$ cat src/rtl/pipe_ctrl_pkg.sv
`default_nettype none
// pipe_ctrl_pkg -- state type, register-zero constant and load-use compare for pipe_hazard_ctrl.
// Rev 1.0
package pipe_ctrl_pkg;

   typedef enum logic [0:0] {
      RUN     = 1'b0,
      MD_WAIT = 1'b1
   } md_state_e;

   localparam logic [4:0] REG_ZERO = 5'd0;

   // $zero is never a real destination, so a load into it cannot create a hazard.
   function automatic logic load_use_f(
      input logic       mem_read,
      input logic [4:0] ex_rt,
      input logic [4:0] id_rs,
      input logic [4:0] id_rt,
      input logic       uses_rt
   );
      return mem_read && (ex_rt != REG_ZERO) &&
             ((ex_rt == id_rs) || (uses_rt && (ex_rt == id_rt)));
   endfunction

endpackage
`default_nettype wire

$ cat src/rtl/pipe_hazard_ctrl_md_timer.sv
`default_nettype none
// md_timer -- mult/div occupancy down-counter; done marks the final busy cycle.
// Rev 1.0
module md_timer
   import pipe_ctrl_pkg::*;
#(
   parameter int MD_LATENCY = 32
) (
   input  logic clk,
   input  logic rst_n,
   input  logic load_i,
   input  logic active_i,
   output logic busy_o,
   output logic done_o
);

   localparam int            CW       = $clog2(MD_LATENCY);
   localparam logic [CW-1:0] LOAD_VAL = CW'(MD_LATENCY - 1);

   logic [CW-1:0] cnt_q;
   logic [CW-1:0] cnt_d;

   always_comb begin
      cnt_d = cnt_q;
      if (load_i) begin
         cnt_d = LOAD_VAL;
      end else if (active_i && (cnt_q != '0)) begin
         cnt_d = cnt_q - CW'(1);
      end
   end

   always_ff @(posedge clk or negedge rst_n) begin
      if (!rst_n) begin
         cnt_q <= '0;
      end else begin
         cnt_q <= cnt_d;
      end
   end

   assign busy_o = active_i;
   assign done_o = active_i && (cnt_q == '0);

endmodule
`default_nettype wire

$ cat src/rtl/pipe_hazard_ctrl.sv
`default_nettype none
// pipe_hazard_ctrl -- load-use / branch / mult-div sequencing for the 5-stage MIPS pipeline.
// Rev 1.0
module pipe_hazard_ctrl
   import pipe_ctrl_pkg::*;
#(
   parameter int MD_LATENCY  = 32,
   parameter int STALL_CNT_W = 16
) (
   input  logic                   clk,
   input  logic                   rst_n,
   input  logic [4:0]             idRs,
   input  logic [4:0]             idRt,
   input  logic                   idUsesRt,
   input  logic                   exMemRead,
   input  logic [4:0]             exRt,
   input  logic                   branchTaken,
   input  logic                   mdStart,
   input  logic                   mdIdReq,
   output logic                   pcWrite,
   output logic                   ifidWrite,
   output logic                   ifidFlush,
   output logic                   idexBubble,
   output logic                   mdBusy,
   output logic                   mdDone,
   output logic [STALL_CNT_W-1:0] stallCnt
);

   md_state_e              state_q;
   logic [STALL_CNT_W-1:0] stall_cnt_q;
   logic [STALL_CNT_W-1:0] stall_cnt_d;

   logic md_load;
   logic md_busy;
   logic md_done;
   logic load_use;
   logic md_hold;
   logic stall;

   assign md_load = (state_q == RUN) && mdStart && !branchTaken;

   md_timer #(
      .MD_LATENCY (MD_LATENCY)
   ) u_md_timer (
      .clk      (clk),
      .rst_n    (rst_n),
      .load_i   (md_load),
      .active_i (state_q == MD_WAIT),
      .busy_o   (md_busy),
      .done_o   (md_done)
   );

   always_ff @(posedge clk or negedge rst_n) begin
      if (!rst_n) begin
         state_q <= RUN;
      end else begin
         case (state_q)
            RUN:     if (md_load) state_q <= MD_WAIT;
            MD_WAIT: if (md_done) state_q <= RUN;
            default: state_q <= RUN;
         endcase
      end
   end

   // HI/LO is written at the end of the done cycle, so a waiting reader may advance in it.
   assign load_use = load_use_f(exMemRead, exRt, idRs, idRt, idUsesRt);
   assign md_hold  = md_busy && !md_done && mdIdReq;
   assign stall    = !branchTaken && (load_use || md_hold);

   // Outputs fall back to free-running, no-bubble values while reset is held.
   assign pcWrite    = !rst_n || !stall;
   assign ifidWrite  = !rst_n || !stall;
   assign ifidFlush  = rst_n && branchTaken;
   assign idexBubble = rst_n && (branchTaken || stall);
   assign mdBusy     = rst_n && md_busy;
   assign mdDone     = rst_n && md_done;

   always_comb begin
      stall_cnt_d = stall_cnt_q;
      if (stall && (stall_cnt_q != '1)) begin
         stall_cnt_d = stall_cnt_q + STALL_CNT_W'(1);
      end
   end

   always_ff @(posedge clk or negedge rst_n) begin
      if (!rst_n) begin
         stall_cnt_q <= '0;
      end else begin
         stall_cnt_q <= stall_cnt_d;
      end
   end

   assign stallCnt = stall_cnt_q;

`ifndef SYNTHESIS
   a_no_md_restart: assert property (@(posedge clk) disable iff (!rst_n)
      !((state_q == MD_WAIT) && mdStart));
`endif

endmodule
`default_nettype wire

$ cat config.mk
export PLATFORM = sky130hd
export DESIGN_NAME = pipe_hazard_ctrl
export DESIGN_NICKNAME = d
export VERILOG_FILES = /design/src/rtl/pipe_ctrl_pkg.sv /design/src/rtl/pipe_hazard_ctrl_md_timer.sv /design/src/rtl/pipe_hazard_ctrl.sv
export SDC_FILE = /design/constraint.sdc
export NUM_CORES = 1
export LEC_CHECK = 0
export CORE_UTILIZATION = 49
export DETAILED_ROUTE_END_ITERATION = 16
export PLACE_DENSITY = 0.85
export SLEW_MARGIN = 0
export SYNTH_ARGS = -nofsm -noshare
export SYNTH_HDL_FRONTEND = slang
export SYNTH_SLANG_ARGS = --single-unit
export TNS_END_PERCENT = 30
$ cat constraint.sdc
create_clock -name clk -period 5.4 [get_ports clk]
set_clock_uncertainty 0.05 [all_clocks]
set_input_delay 0.81 -clock clk [delete_from_list [all_inputs] [get_ports clk]]
set_output_delay 0.81 -clock clk [all_outputs]
set_load 0.02 [all_outputs]
==> reports/results.ini <==
[routing]
avgRoutedWirePerCell_um = 13.13
firstDrtPassIters = 4
route.detailed.drc = 0
drtIter0Drc = 11
post_drt_via_cell_ratio = 5.151
wl_um = 2612
via_count = 1025
ant_nets = 0

[die]
core_area_sq_um = 2522
die_h_um = 53.95
die_x_um = 53.95
pin_count = 44
start_util_pct = 52.43
row_count = 18
die_area_sq_um = 2911

[critical_path]
end_kind = output port
path_class = in2out
arrival_ns = 3.02
slowest_stage = clkdlybuf4s50_1
worst-path-max-fanout = 4
worstPathRequired_ns = 4.54
worstSetupStartpointType = input pin
crit_path_cell_trace = clkdlybuf4s50_1 > or4_1 > o21ai_1 > o21ai_4 > nand2b_4 > inv_1 > nand2_1 > clkdlybuf4s50_1
slowest_delay_ns = 0.60
critPathMostFrequentCell = clkdlybuf4s50_1

[flow_run]
cap_violations = 0

[yosys]
synth-edff-count = 0
ys.flop_type = dfrtp_1
async_reset_ff_share_pct = 100.0
ys_seq_area_share_pct = 41.63
ys_ff_latch = 22
synth.distinct_cells = 34
synth_area_leaders = dfrtp_1, xor2_1, nand2_1, xnor2_1, ha_1
syn_nets = 149
syn_area_sq_um = 1323
syn_area_per_cell_sq_um = 10.67
netlist.area_leader.share_pct = 41.63
yosysTopAreaCell = dfrtp_1
ys_warn_count = 0
postSynthCellCount = 124

[placed_design]
dpl.cell_count = 196
dp.final_hpwl_um = 2117
gp_congestion = 0.7134
port_buffers = 43

[timing]
period_needed_ns = 3.884
rsz0062_at_grt = false
setup_viol = 0
relSlewSlack_pct = 70.24
fin_crit_sh_pct = 71.92
fmax_mhz = 257.5
tightest_slew_ns = 0.4423
finalHoldViolations = 0
fin_tns_setup_ns = 0
slew_viol_final = 0

[global_route]
antenna_found_initial = 0
grt_max_degree = 27
first_global_vias = 966
grt_use_total_pct = 19.94
overflow = 0
grt_pass1_wl_um = 4209

[finish]
drive_above_1_share_pct = 10.06
nNetsFinal = 196
fillCellCount = 201
antenna_cells = 0
syn_to_final_growth_pct = 36.23
final_cells = 199

[clock_tree]
post_cts_buffers = 0
cts_tree = built
clk_pin_slew_ns = 0.11
cts_resized = 0
insertion_delay_ns = 0.30
cts_made_buffers = 3
cts_root_buf = clkbuf_4
postCtsHoldBufs = 0
cts_buffer_depth = 2
cts.sinks = 22
htreeDepth = 1

[min_path]
hold_path.class = reg2reg

[pwr]
powerDensity_nw_per_um2 = 328.9
p_leak_uw = 0.0007802
ir_drop_uv = 346.9

[run_status]
status = finished, final reports clean

[sequential cells by signal (all words and copies together) (netlist names)]
name and count:
u_md_timer.cnt_q 5, stallCnt 16, state_q 1
[stage by stage]
| step | util, % | power [uW] | hold slack (ns) | area, sq um | setup slack [ns] |
|---|---|---|---|---|---|
| 3_5_place_dp | 70.54 | 526.3 | 0.4338 | 1779 | 1.488 |
| 6_report | 71.43 | 592.6 | 0.4485 | 1802 | 1.516 |
| 4_1_cts | 71.43 | 601.7 | 0.4506 | 1802 | 1.486 |
| 5_1_grt | 71.43 | 638.2 | 0.4688 | 1802 | 1.394 |
| 3_3_place_gp | 70.54 | 510.4 | 0.4216 | 1779 | 1.571 |
| 2_1_floorplan | - | 415.6 | 0.4257 | 1323 | 2.402 |
[cell type report]
cell class	count	area, sq um	share of cell area, %
Inverter	5	18.77	1.042
Tap cell	30	37.54	2.083
Timing Repair Buffer	44	437.9	24.31
Sequential cell	22	550.5	30.56
Multi-Input combinational cell	95	734.5	40.76
Clock buffer	3	22.52	1.250
[cell families (layout without fill, tap and decap cells)]
family / count (synthesis) / after routing / synth area share (%)
simple gates: 57 / 57 / 28.57
compound gates: 5 / 5 / 3.406
xor+xnor: 27 / 27 / 17.88
mux: 3 / 3 / 2.838
flops: 22 / 22 / 41.63
fa+ha+maj: 3 / 3 / 2.839
buf+inv: 7 / 52 / 2.839
[synth_stat cells (all sizes together), types with 2 or more instances]
cell    instances
nor3            6
nor4            7
ha              3
and2            3
xnor2           7
dfrtp          22
and3            2
o21ai           2
nand3           6
mux2            3
nor4b           2
nor2            6
xor2           20
inv             5
nand2          18
buf             2
nand2b          2
[worst max-delay path: cells and delay by family]
| kind | cells | cell delay [ns] |
|---|---|---|
| simple gates | 3 | 0.75 |
| compound gates | 2 | 0.35 |
| buf+inv | 3 | 1.12 |
[path summary, 6_finish.rpt]
check / from / endpoint / cells past startpoint / slack, ns
max: exRt[1] / ifidWrite / 8 / 1.52
min: stallCnt[11]$_DFFE_PN0P_ / stallCnt[11]$_DFFE_PN0P_ / 1 / 0.45
max reg2reg: u_md_timer.cnt_q[0]$_DFFE_PN0P_ / stallCnt[1]$_DFFE_PN0P_ / 8 / 3.07
min reg2reg: stallCnt[11]$_DFFE_PN0P_ / stallCnt[11]$_DFFE_PN0P_ / 1 / 0.45
max in group asynchronous: rst_n / u_md_timer.cnt_q[1]$_DFFE_PN0P_ / 2 / 4.27
min in group asynchronous: rst_n / u_md_timer.cnt_q[2]$_DFFE_PN0P_ / 2 / 0.79
[cell usage in the layout (no fill, tap or decap), drive strengths merged, types with 5 or more instances in the layout]
cell           Yosys  routed
dfrtp             22      22
clkdlybuf4s50      0      43
nor4               7       7
nor2               6       6
xnor2              7       7
inv                5       5
xor2              20      20
nand3              6       6
nand2             18      18
nor3               6       6
[where the power goes]
group,internal [uW],total (uW),switching [uW]
registers,210,263,53.2
logic,126,257,131
clock network,26.1,72.6,46.6
[per-layer routing]
metal / routed length, um / share of wire [%] / vias to the layer above / GRT usage [%]
li1: - / - / 511 / -
met4: 27 / 1.0 / 0 / 6.579
met2: 1349 / 52 / 35 / 35.80
met3: 108 / 4.1 / 3 / 3.107
met1: 1126 / 43 / 476 / 23.80
met5: 0 / 0 / - / 0
No activity file was read; power rests on OpenSTA's default activity.
